$ cat src/rtl/router_pkg.sv
// Shared router constants: data width default and header address field layout,
// common to the control FSM, this register stage and the output FIFOs.
package router_pkg;

    localparam int unsigned DATA_W_DEF = 8;
    localparam int unsigned ADDR_W     = 2;
    localparam int unsigned ADDR_LSB   = 0;

    localparam logic [ADDR_W-1:0] ADDR_P0 = 2'b00;
    localparam logic [ADDR_W-1:0] ADDR_P1 = 2'b01;
    localparam logic [ADDR_W-1:0] ADDR_P2 = 2'b10;

    // Destination address carried in the header byte.
    function automatic logic [ADDR_W-1:0] hdr_addr(input logic [DATA_W_DEF-1:0] hdr);
        return hdr[ADDR_LSB +: ADDR_W];
    endfunction

endpackage

$ cat src/rtl/router_parity_chk.sv
// Even-parity accumulator and checker for one packet. Folds header and payload
// bytes into int_parity, captures the trailing parity byte, and flags a mismatch.
module router_parity_chk
    import router_pkg::*;
#(
    parameter int unsigned DATA_W = DATA_W_DEF
) (
    input  logic              clk_i,
    input  logic              rst_ni,
    input  logic [DATA_W-1:0] data_i,
    input  logic [DATA_W-1:0] header_i,
    input  logic              pkt_valid_i,
    input  logic              fifo_full_i,
    input  logic              detect_add_i,
    input  logic              lfd_state_i,
    input  logic              ld_state_i,
    input  logic              laf_state_i,
    input  logic              full_state_i,
    input  logic              low_packet_valid_i,
    output logic              parity_done_o,
    output logic              err_o
);

    logic [DATA_W-1:0] int_parity_q, int_parity_d;
    logic [DATA_W-1:0] pkt_parity_q, pkt_parity_d;
    logic              parity_done_q, parity_done_d;
    logic              err_q, err_d;
    logic              pkt_load;

    // Next-state for parity accumulation, parity-byte capture and error flag.
    always_comb begin
        // Parity byte arrives either straight through in ld_state, or replayed after a full stall.
        pkt_load = (ld_state_i && !fifo_full_i && !pkt_valid_i) ||
                   (laf_state_i && low_packet_valid_i && !parity_done_q);

        int_parity_d = int_parity_q;
        if (detect_add_i) begin
            int_parity_d = '0;
        end else if (lfd_state_i) begin
            int_parity_d = int_parity_q ^ header_i;
        end else if (ld_state_i && pkt_valid_i && !full_state_i) begin
            int_parity_d = int_parity_q ^ data_i;
        end

        pkt_parity_d = pkt_load ? data_i : pkt_parity_q;

        parity_done_d = parity_done_q;
        if (detect_add_i) begin
            parity_done_d = 1'b0;
        end else if (pkt_load) begin
            parity_done_d = 1'b1;
        end

        err_d = err_q;
        if (detect_add_i) begin
            err_d = 1'b0;
        end else if (parity_done_q) begin
            err_d = (int_parity_q != pkt_parity_q);
        end
    end

    // Parity state registers.
    always_ff @(posedge clk_i or negedge rst_ni) begin
        if (!rst_ni) begin
            int_parity_q  <= '0;
            pkt_parity_q  <= '0;
            parity_done_q <= 1'b0;
            err_q         <= 1'b0;
        end else begin
            int_parity_q  <= int_parity_d;
            pkt_parity_q  <= pkt_parity_d;
            parity_done_q <= parity_done_d;
            err_q         <= err_d;
        end
    end

    assign parity_done_o = parity_done_q;
    assign err_o         = err_q;

endmodule

$ cat src/rtl/router_reg.sv
// Router datapath register stage: header/full-byte holding, output byte mux and
// packet status. Optional error counter enabled by defining ROUTER_REG_ERR_CNT_EN.
module router_reg
    import router_pkg::*;
#(
    parameter int unsigned DATA_W = DATA_W_DEF
) (
    input  logic              clock,
    input  logic              resetn,
    input  logic              pkt_valid,
    input  logic [DATA_W-1:0] data_in,
    input  logic              fifo_full,
    input  logic              detect_add,
    input  logic              lfd_state,
    input  logic              ld_state,
    input  logic              laf_state,
    input  logic              full_state,
    input  logic              rst_int_reg,
`ifdef ROUTER_REG_ERR_CNT_EN
    output logic [7:0]        err_cnt,
`endif
    output logic [DATA_W-1:0] dout,
    output logic              parity_done,
    output logic              low_packet_valid,
    output logic              err
);

    logic [DATA_W-1:0] header_q, header_d;
    logic [DATA_W-1:0] full_byte_q, full_byte_d;
    logic [DATA_W-1:0] dout_q, dout_d;
    logic              lpv_q, lpv_d;

    // Next-state for header, stalled byte, output byte and low_packet_valid.
    always_comb begin
        header_d = (detect_add && pkt_valid) ? data_in : header_q;

        // Byte presented while the FIFO filled; replayed in laf_state.
        full_byte_d = (ld_state && fifo_full) ? data_in : full_byte_q;

        dout_d = dout_q;
        if (lfd_state) begin
            dout_d = header_q;
        end else if (ld_state && !fifo_full) begin
            dout_d = data_in;
        end else if (laf_state) begin
            dout_d = full_byte_q;
        end

        lpv_d = lpv_q;
        if (rst_int_reg) begin
            lpv_d = 1'b0;
        end else if (ld_state && !pkt_valid) begin
            lpv_d = 1'b1;
        end
    end

    // Datapath registers.
    always_ff @(posedge clock or negedge resetn) begin
        if (!resetn) begin
            header_q    <= '0;
            full_byte_q <= '0;
            dout_q      <= '0;
            lpv_q       <= 1'b0;
        end else begin
            header_q    <= header_d;
            full_byte_q <= full_byte_d;
            dout_q      <= dout_d;
            lpv_q       <= lpv_d;
        end
    end

    router_parity_chk #(
        .DATA_W (DATA_W)
    ) u_parity_chk (
        .clk_i              (clock),
        .rst_ni             (resetn),
        .data_i             (data_in),
        .header_i           (header_q),
        .pkt_valid_i        (pkt_valid),
        .fifo_full_i        (fifo_full),
        .detect_add_i       (detect_add),
        .lfd_state_i        (lfd_state),
        .ld_state_i         (ld_state),
        .laf_state_i        (laf_state),
        .full_state_i       (full_state),
        .low_packet_valid_i (lpv_q),
        .parity_done_o      (parity_done),
        .err_o              (err)
    );

    assign dout             = dout_q;
    assign low_packet_valid = lpv_q;

`ifdef ROUTER_REG_ERR_CNT_EN
    logic       err_prev_q;
    logic [7:0] err_cnt_q, err_cnt_d;

    // Count rising edges of err, saturating.
    always_comb begin
        err_cnt_d = err_cnt_q;
        if (err && !err_prev_q && (err_cnt_q != 8'hFF)) begin
            err_cnt_d = err_cnt_q + 8'd1;
        end
    end

    // Error counter registers.
    always_ff @(posedge clock or negedge resetn) begin
        if (!resetn) begin
            err_prev_q <= 1'b0;
            err_cnt_q  <= 8'h00;
        end else begin
            err_prev_q <= err;
            err_cnt_q  <= err_cnt_d;
        end
    end

    assign err_cnt = err_cnt_q;
`endif

endmodule

$ cat config.mk
export PLATFORM = sky130hd
export DESIGN_NAME = router_reg
export DESIGN_NICKNAME = d
export VERILOG_FILES = /design/src/rtl/router_pkg.sv /design/src/rtl/router_parity_chk.sv /design/src/rtl/router_reg.sv
export SDC_FILE = /design/constraint.sdc
export NUM_CORES = 1
export LEC_CHECK = 0
export ABC_AREA = 1
export CAP_MARGIN = 15
export CORE_ASPECT_RATIO = 0.9
export CORE_UTILIZATION = 30
export CTS_CLUSTER_DIAMETER = 200
export DETAILED_ROUTE_END_ITERATION = 10
export MAX_ROUTING_LAYER = met4
export SYNTH_ARGS = -nofsm -noshare
export SYNTH_HDL_FRONTEND = slang
export SYNTH_SLANG_ARGS = --single-unit
$ cat constraint.sdc
create_clock -name clock -period 1.2 [get_ports clock]
set_clock_uncertainty 0.15 [all_clocks]
set_input_delay 0.12 -clock clock [delete_from_list [all_inputs] [get_ports clock]]
set_output_delay 0.12 -clock clock [all_outputs]
set_load 0.005 [all_outputs]
# --- After elaboration in Yosys (flattened, before gate mapping) ---
# Index checks and enable logic that the tools add are counted.
classes:
  n_eq_ne: 1
  n_mux: 12
  bitwise_logic: 2
  reduce_logical: 19
ops:
  columns: ["op", "n"]
  rows:
  - ["8-bit 2-to-1 mux", 6]
  - ["8-bit XOR", 2]
  - ["1-bit logical AND", 9]
  - ["8-bit != test", 1]
  - ["1-bit 2-to-1 mux", 6]
  - ["2-bit nonzero test", 3]
  - ["3-bit nonzero test", 2]
  - ["1-bit zero test", 4]
  - ["1-bit logical OR", 1]
totals:
  regBits: 43
  input_bits: 18
  output_inout_bits: 11
  word_cells: 42

# --- Logic depth before layout (Yosys ltp) ---
# Gate-level depths: netlist of run 1.
depth:
  ltp_word: 6
  ltp_mapped: 8
  depth_no_buf: 7

# --- Hierarchy ---
# From an unflattened synthesis of run 1, not the netlist that was laid out.
unflattened:
  cells_unflattened: 286
  area_unflattened_um2: 2180.8
by_module_without_submodules:
  columns: ["module", "n_inst", "cells_each", "area_each_um2", "seq_area_each_um2"]
  rows:
  - ["router_reg", 1, 145, 1189.9, 625.6]
  - ["router_parity_chk", 1, 141, 991.0, 450.4]

# --- Least setup slack after synthesis of run 1 ---
# OpenSTA, ideal clock, no wires.
synth_path:
  path_kind: "reg-to-reg"
  startpoint: "register u_parity_chk.parity_done_q, in the netlist u_parity_chk.parity_done_o"
  endpoint: "register u_parity_chk.pkt_parity_q[5]"
  setup_ns: 0.126
  t_arrival_ns: 0.892
  required_time_ns: 0.924
  path_slack_ns: 0.032
  path_stages_with_launch: 6
  synth_period_minus_slack_ns: 1.168
  cell_sequence: "dfrtp_1 > inv_1 > nand3_1 > nand2_2 > buf_4 > o21ai_0"
synth_via:
  elab_chain_len: 3
synth_lines:
  columns: ["element", "line", "rtl"]
  rows:
  - ["from (decl)", "router_parity_chk.sv:26", "logic parity_done_q, parity_done_d;"]
  - ["from (signal assigned)", "router_parity_chk.sv:72", "parity_done_q <= parity_done_d;"]
  - ["1-bit zero test", "router_parity_chk.sv:34", "(laf_state_i && low_packet_valid_i && !parity_done_q);"]
  - ["1-bit logical AND", "router_parity_chk.sv:34", null]
  - ["1-bit logical OR", "router_parity_chk.sv:33", "pkt_load = (ld_state_i && !fifo_full_i && !pkt_valid_i) ||"]
  - ["to (signal assigned)", "router_parity_chk.sv:71", "pkt_parity_q <= pkt_parity_d;"]
  - ["to (decl)", "router_parity_chk.sv:25", "logic [DATA_W-1:0] pkt_parity_q, pkt_parity_d;"]
# No other way between the ends.
# A chain may end at the register's enable or synchronous reset.

# --- Final worst setup path of run 1 ---
layout_path:
  startpoint: "register u_parity_chk.parity_done_q, in the netlist u_parity_chk.parity_done_o"
  endpoint: "register u_parity_chk.pkt_parity_q[4]"
# Same word-level chain as after synthesis.

==> results.md, run 1 <==
* Maximum operating frequency at 803 MHz
* Fin. Hold Viols at 0
* Highest cell delay on the worst timing path at 0.40 ns
* N_diodes at 0
* Die Outline Area at 7040 um2
* Worst hold-check path type: input port to async pin
* Pin count of the biggest net entering global routing at 44
* Count of warnings emitted by yosys at 0
* Synthesized flop and latch total at 43
* IO Pins at 29
* Total half-perimeter wirelength after legalization and detailed placement at 3610 um
* Pwr Total at 3.61 mW
* Share of cells above drive strength 1 at 25.0%
* Leading area contributor after synthesis: dfrtp_1
* Overall routed net length at 5330 um
* Standard-cell row count at 27
* Number of nets in the synthesized netlist at 273
* Number of fill cells in the layout at 628
* Port bufs at 28
* Final core occ at 47.0%
* Endpoint type of the worst setup path: register
* Buffer levels on the longest clock path at 2
* Failing checks: setup timing
* Tot GR Track Use at 16.9%
* Maximum net fanout on the critical path at 8
* Number of design rule violations left after detail routing at 0
* Die span in y at 79.7 um
* Initial standard-cell utilization of the core at 32.0%
* Top-area cell type share of the netlist area at 53.5%
* Data arrival time of the critical path at 1.32 ns
* Mean instance size in the synthesized netlist at 7.89 um2
* Number of flops mapped to enable cells by yosys at 0
* Number of H-tree branching levels at 2
* Synth cell types at 18
* Required time at the worst-slack endpoint at 1.27 ns
* Setup repair after global routing missed its margin: true
* Sinks on Clock Net at 43
* Global-route wire length before repair at 8850 um
* Worst setup path class: register to register
* Fin nets at 349
* Overflow after GRT at 0
* Most instantiated flip-flop cell in the synthesis netlist: dfrtp_1
* Status: complete, but fails checks
* CTS tree: done
* Core box area at 6280 um2
* Cell types with the largest area share after synthesis: dfrtp_1 (53%), o21ai_0 (12%), nand2_1 (11%)
* Cell area power density at 1220 nW/um2
* Clock root buffer: clkbuf_8
* List of cells traversed by the critical path: buf_6 -> inv_4 -> nand3_4 -> nand2_8 -> nor2_2 -> a21oi_2
* Peak ir drop on the vdd network at 561 uV
* Total number of vias at 1925
* Total of endpoints with negative setup slack in the final report at 6
* CP Launch Type: register
* Slowest cell on crit path: dfrtp_1
* Post-detailed-route count of antenna-violating nets at 0
* Detailed-routing iteration count for the pre-antenna-repair pass at 4
* Via density at 4.59
* Num CTS Buffers at 5
* Sequential share of the synthesized area at 53.5%
* Worst-case headroom to the max-slew limit at 80.6%
* Later-pin clock latency in the skew report at 0.30 ns
* Number of antenna violations at the first check in global routing at 0
* Slew at the pin closest to its max-slew limit at 0.290 ns
* Post-route worst setup slack at -0.0454 ns
* Count leader, synth: nand2_1
* Async S/R FF share, synth at 100%
* DRC violation total after the first TritonRoute iteration at 107
* Width of the chip at 88.3 um
* RD Place Congestion at 0.765
* Area Overhead vs Synth at 46.8%
* Lkg Pwr at 1.42 nW
* Hold Slack at 0.165 ns
* Synthesized cell area at 2010 um2
* Routed len/inst at 12.7 um
* Number of global-route vias before repair at 1922
* Count of mapped cells out of synthesis at 255
* Max cap viols at 0
* Critical path launch point: u_parity_chk.parity_done_o
* Fin crit period at 1.25 ns
* Share of the cycle needed by the critical path after routing at 104%
* Post-synth top cells: nand2_1 (59), o21ai_0 (48), dfrtp_1 (43), nor2_1 (28), a21oi_1 (27)
* R2r startpoint: u_parity_chk.parity_done_o
* Clock-pin slew on the worst setup and hold paths at 0.09 ns
* Fin. max-slew vios at 0
final cells by class:
class / count / area [um2] / area share, %
flip-flops and latches: 43 / 1080 / 36.4
multi-input cells: 180 / 907 / 30.7
repair buffers: 75 / 677 / 22.9
well taps: 87 / 109 / 3.68
inverters: 26 / 100 / 3.39
clock buffers: 6 / 72.6 / 2.46
clock inverters: 2 / 12.5 / 0.424
state kept, by name, summed over array words and instances (netlist names):
| signal | flops |
|---|---|
| u_parity_chk.pkt_parity_q | 8 |
| header_q | 8 |
| dout | 8 |
| u_parity_chk.err_o | 1 |
| u_parity_chk.int_parity_q | 8 |
| full_byte_q | 8 |
| low_packet_valid | 1 |
| u_parity_chk.parity_done_o | 1 |
cell families after synthesis:
| group | synth area share, % |
|---|---|
| AO/OA/AOI/OAI | 19.4 |
| XOR/XNOR | 0.435 |
| buffers and inverters | 6.65 |
| flip-flops | 53.5 |
| AND/OR/NAND/NOR | 20.0 |
path summary, 6_finish.rpt:
check	cells after the start	slack, ns	end
hold / removal	3	0.16	full_byte_q[1]
setup / recovery	6	-0.05	u_parity_chk.pkt_parity_q[4]
setup reg to reg	6	-0.05	u_parity_chk.pkt_parity_q[4]
max in group asynchronous	3	0.52	dout[5]
min in group clock	4	0.18	header_q[2]
hold reg to reg	2	0.34	full_byte_q[5]
timing repair:
item                                   in CTS  in global routing
cloned                                      1                  1
setup buffers                               8                  6
hold buffers                                1                  0
setup endpoints to repair                  36                 22
pin swaps                                   7                  7
resized for setup                          43                 29
endpoints found under the hold margin      43                  0
layout by cell type (no fill, tap or decap), types with 2 or more instances in the layout:
cell type,count
dlygate4sd2_1,3
buf_4,36
clkdlybuf4s15_1,5
o21ai_1,5
o21ai_2,3
o21ai_0,40
inv_2,2
nand2_1,53
nor2_4,2
nand3_1,9
clkbuf_2,6
clkdlybuf4s50_1,12
dfrtp_1,43
nand2_4,3
clkbuf_8,5
inv_1,22
nor2_1,24
buf_12,3
nand2_2,5
a21oi_1,26
buf_6,6
nor2_2,3
critical path: cells and delay by family (launching register included):
family | cells | cell delay [ns]
simple gates | 3 | 0.34
flops | 1 | 0.40
compound gates | 1 | 0.10
buf+inv | 2 | 0.18
metrics by stage:
stage	instances	TNS, ns	setup slack [ns]	area [um2]
2_1_floorplan	255	0	0.0316	2010
3_3_place_gp	394	-11.89	-0.412	2630
3_5_place_dp	394	-12.66	-0.443	2630
4_1_cts	412	-0.0877	-0.0408	2850
5_1_grt	419	-0.601	-0.104	2950
6_report	419	-0.109	-0.0454	2950
power breakdown:
group / leakage [nW] / switching [mW] / internal [mW]
logic: 0.847 / 0.443 / 0.456
registers: 0.533 / 0.134 / 1.65
clock network: 0.0412 / 0.519 / 0.408
metal layers:
layer,up-vias,share of wire [%],global-route usage (%),wire length [um]
met5,-,0,-,0
met4,0,1.1,5.48,61
met3,8,3.8,3.10,204
met2,32,46,27.0,2440
met1,900,49,21.7,2620
li1,985,-,-,-
(Power assumes the default switching activity.)
==> run 2: changes to the inputs <==
SETUP_SLACK_MARGIN = 0.2   (was unset)
==> run 2 against run 1 <==
The run still ends with setup timing left. Global-route usage increased by 1.9 points. Wire length increased by 11%. Critical path depth is the same. Final area is 5.1% higher. Register-to-register slack improved by 0.02 ns. Die area stayed put. Final cell count is 0.48% higher. Power increased by 3.5%. Via count up 1.9%. Worst hold slack lost 0.13 ns. Fmax is 1.2% higher. Critical path type unchanged.
==> results.md, run 2 (synthesis results as in run 1) <==
* CP Launch Type: register
* Share of the cycle needed by the critical path after routing at 103% (-1.3 points)
* Die Outline Area at 7040 um2 (unchanged)
* Maximum operating frequency at 813 MHz (+1.2%)
* Width of the chip at 88.3 um (unchanged)
* Overflow after GRT at 0 (unchanged)
* Highest cell delay on the worst timing path at 0.39 ns (about the same)
* Setup repair after global routing missed its margin: true
* DRC violation total after the first TritonRoute iteration at 133 (+24%)
* Area Overhead vs Synth at 54.3%
* Initial standard-cell utilization of the core at 32.0% (unchanged)
* Lkg Pwr at 1.47 nW (+3.2%)
* Placed Area at 2640 um2 (+0.29%)
* Buffer levels on the longest clock path at 2 (unchanged)
* Start point of the worst min-delay path: ld_state
* Fin. max-slew vios at 0 (unchanged)
* Number of design rule violations left after detail routing at 0 (unchanged)
* Hold Slack at 0.0304 ns (-0.135 ns)
* Tot GR Track Use at 18.8% (+1.9 points)
* Pwr Total at 3.73 mW (+3.5%)
* Fin crit period at 1.23 ns (-0.0152 ns)
* Most frequent standard cell in the layout excluding fill and tap cells: nand2_1
* Clock-pin slew on the worst setup and hold paths at 0.08 ns (about the same)
* Global-route wire length before repair at 9690 um (+9.5%)
* Sinks on Clock Net at 43 (unchanged)
* Number of antenna violations at the first check in global routing at 0 (unchanged)
* Via density at 4.66 (+1.4%)
* N_diodes at 0 (unchanged)
* Cell area power density at 1200 nW/um2 (-1.5%)
* Total of endpoints with negative setup slack in the final report at 8 (+2)
* Maximum net fanout on the critical path at 8 (unchanged)
* Later-pin clock latency in the skew report at 0.30 ns (about the same)
* Final core occ at 49.4% (+2.4 points)
* Routed len/inst at 14.0 um (+10%)
* Port bufs at 28 (unchanged)
* Slowest cell on crit path: dfrtp_1
* Required time at the worst-slack endpoint at 1.28 ns (about the same)
* Status: complete, but fails checks
* Worst setup path class: register to register
* List of cells traversed by the critical path: buf_6 -> inv_6 -> nand3_4 -> nand2_8 -> nor2_2 -> a21oi_1
* Number of global-route vias before repair at 2043 (+6.3%)
* Design Area, Final at 3100 um2 (+5.1%)
* Worst hold-check path type: input port to register
* Peak ir drop on the vdd network at 500 uV (-11%)
* Standard-cell row count at 27 (unchanged)
* Overall routed net length at 5910 um (+11%)
* Worst path top cell family by delay: flip-flops
* Slew at the pin closest to its max-slew limit at 0.340 ns (+0.0503 ns)
* Data arrival time of the critical path at 1.31 ns (about the same)
* Max cap viols at 0 (unchanged)
* Number of H-tree branching levels at 2 (unchanged)
* Total negative setup slack at -0.134 ns (-0.0250 ns)
* Post-detailed-route count of antenna-violating nets at 0 (unchanged)
* Detailed-routing iteration count for the pre-antenna-repair pass at 4 (unchanged)
* Endpoint type of the worst setup path: register
* Fin nets at 351 (+0.57%)
* Die span in y at 79.7 um (unchanged)
* Failing checks: setup timing
* Worst-case headroom to the max-slew limit at 77.3% (-3.3 points)
* Num CTS Buffers at 5 (unchanged)
* Core box area at 6280 um2 (unchanged)
* CTS tree: done
* Commonest non-fill, non-tap cells in the layout: nand2_1 (50), dfrtp_1 (43), buf_4 (30)
* Share of cells above drive strength 1 at 35.6% (+11 points)
* Pin count of the biggest net entering global routing at 32 (-27%)
* Total number of vias at 1962 (+1.9%)
* IO Pins at 29 (unchanged)
* Number of buffer and inverter stages on the critical path at 2 (unchanged)
* RD Place Congestion at 0.820 (+7.2%)
* R2r startpoint: u_parity_chk.parity_done_o
* Fin. Hold Viols at 0 (unchanged)
* Total half-perimeter wirelength after legalization and detailed placement at 3550 um (-1.6%)
* Clock root buffer: clkbuf_8
* Critical path launch point: u_parity_chk.parity_done_o
* Post-route worst setup slack at -0.0302 ns (+0.0152 ns)
## run 2: cell count changes in the layout (fill, tap and decap cells not counted), sizes merged
cell / delta
buf: +16
clkdlybuf4s50: -8
clkinvlp: -1
clkbuf: -6
clkdlybuf4s15: -4
dlymetal6s2s: -1
dlygate4sd2: +6
## run 2: power by group
part | leakage [nW] | internal (mW) | total, mW | switching, mW
combinational | 0.891 | 0.515 | 1.03 | 0.519
clock | 0.0422 | 0.410 | 0.918 | 0.509
sequential | 0.533 | 1.65 | 1.78 | 0.133
## run 2: cell type report
| cell class | count | area (um2) |
|---|---|---|
| fill | 638 | 3180 |
| sequential | 43 | 1080 |
| multi-input combinational | 180 | 1030 |
| timing repair buffer | 77 | 706 |
| tap | 87 | 109 |
| inverter | 26 | 103 |
| clock buffer | 7 | 76.3 |
| clock inverter | 1 | 5.00 |
## run 2: path summary, 6_finish.rpt
path	depth (start not counted)	end	slack [ns]
hold reg to reg	2	full_byte_q[4]	0.34
setup reg to reg	6	u_parity_chk.pkt_parity_q[6]	-0.03
setup / recovery	6	u_parity_chk.pkt_parity_q[6]	-0.03
hold / removal	3	low_packet_valid	0.03
max in group asynchronous	3	u_parity_chk.err_o	0.32
min in group asynchronous	2	header_q[2]	0.09
## run 2: metal layers
metal	track usage (%)	wire length, um
met1	24.3	2840
met2	29.0	2860
met3	3.41	137
met4	7.74	76
met5	-	0
## run 2: tightest hold or removal path: cells and delay by family
kind	cells	cell delay, ns
simple gates	1	0.08
compound gates	1	0.07
buf+inv	1	0.16
## run 2: what timing repair did
| action | 4_1_cts | 5_1_grt |
|---|---|---|
| pin swaps | 25 | 23 |
| cloned | 2 | 0 |
| setup buffers | 16 | 6 |
| endpoints found under the setup margin | 53 | 38 |
| endpoints found under the hold margin | 43 | 0 |
| resized for setup | 111 | 42 |
| hold buffers | 1 | 0 |
## run 2: stage by stage
| step | setup slack (ns) | cells |
|---|---|---|
| final | -0.0302 | 421 |
| after floorplan | 0.111 | 255 |
| after global placement | -0.441 | 388 |
| after CTS | -0.0216 | 415 |
| after global routing | -0.0915 | 421 |
| after detailed placement | -0.455 | 388 |
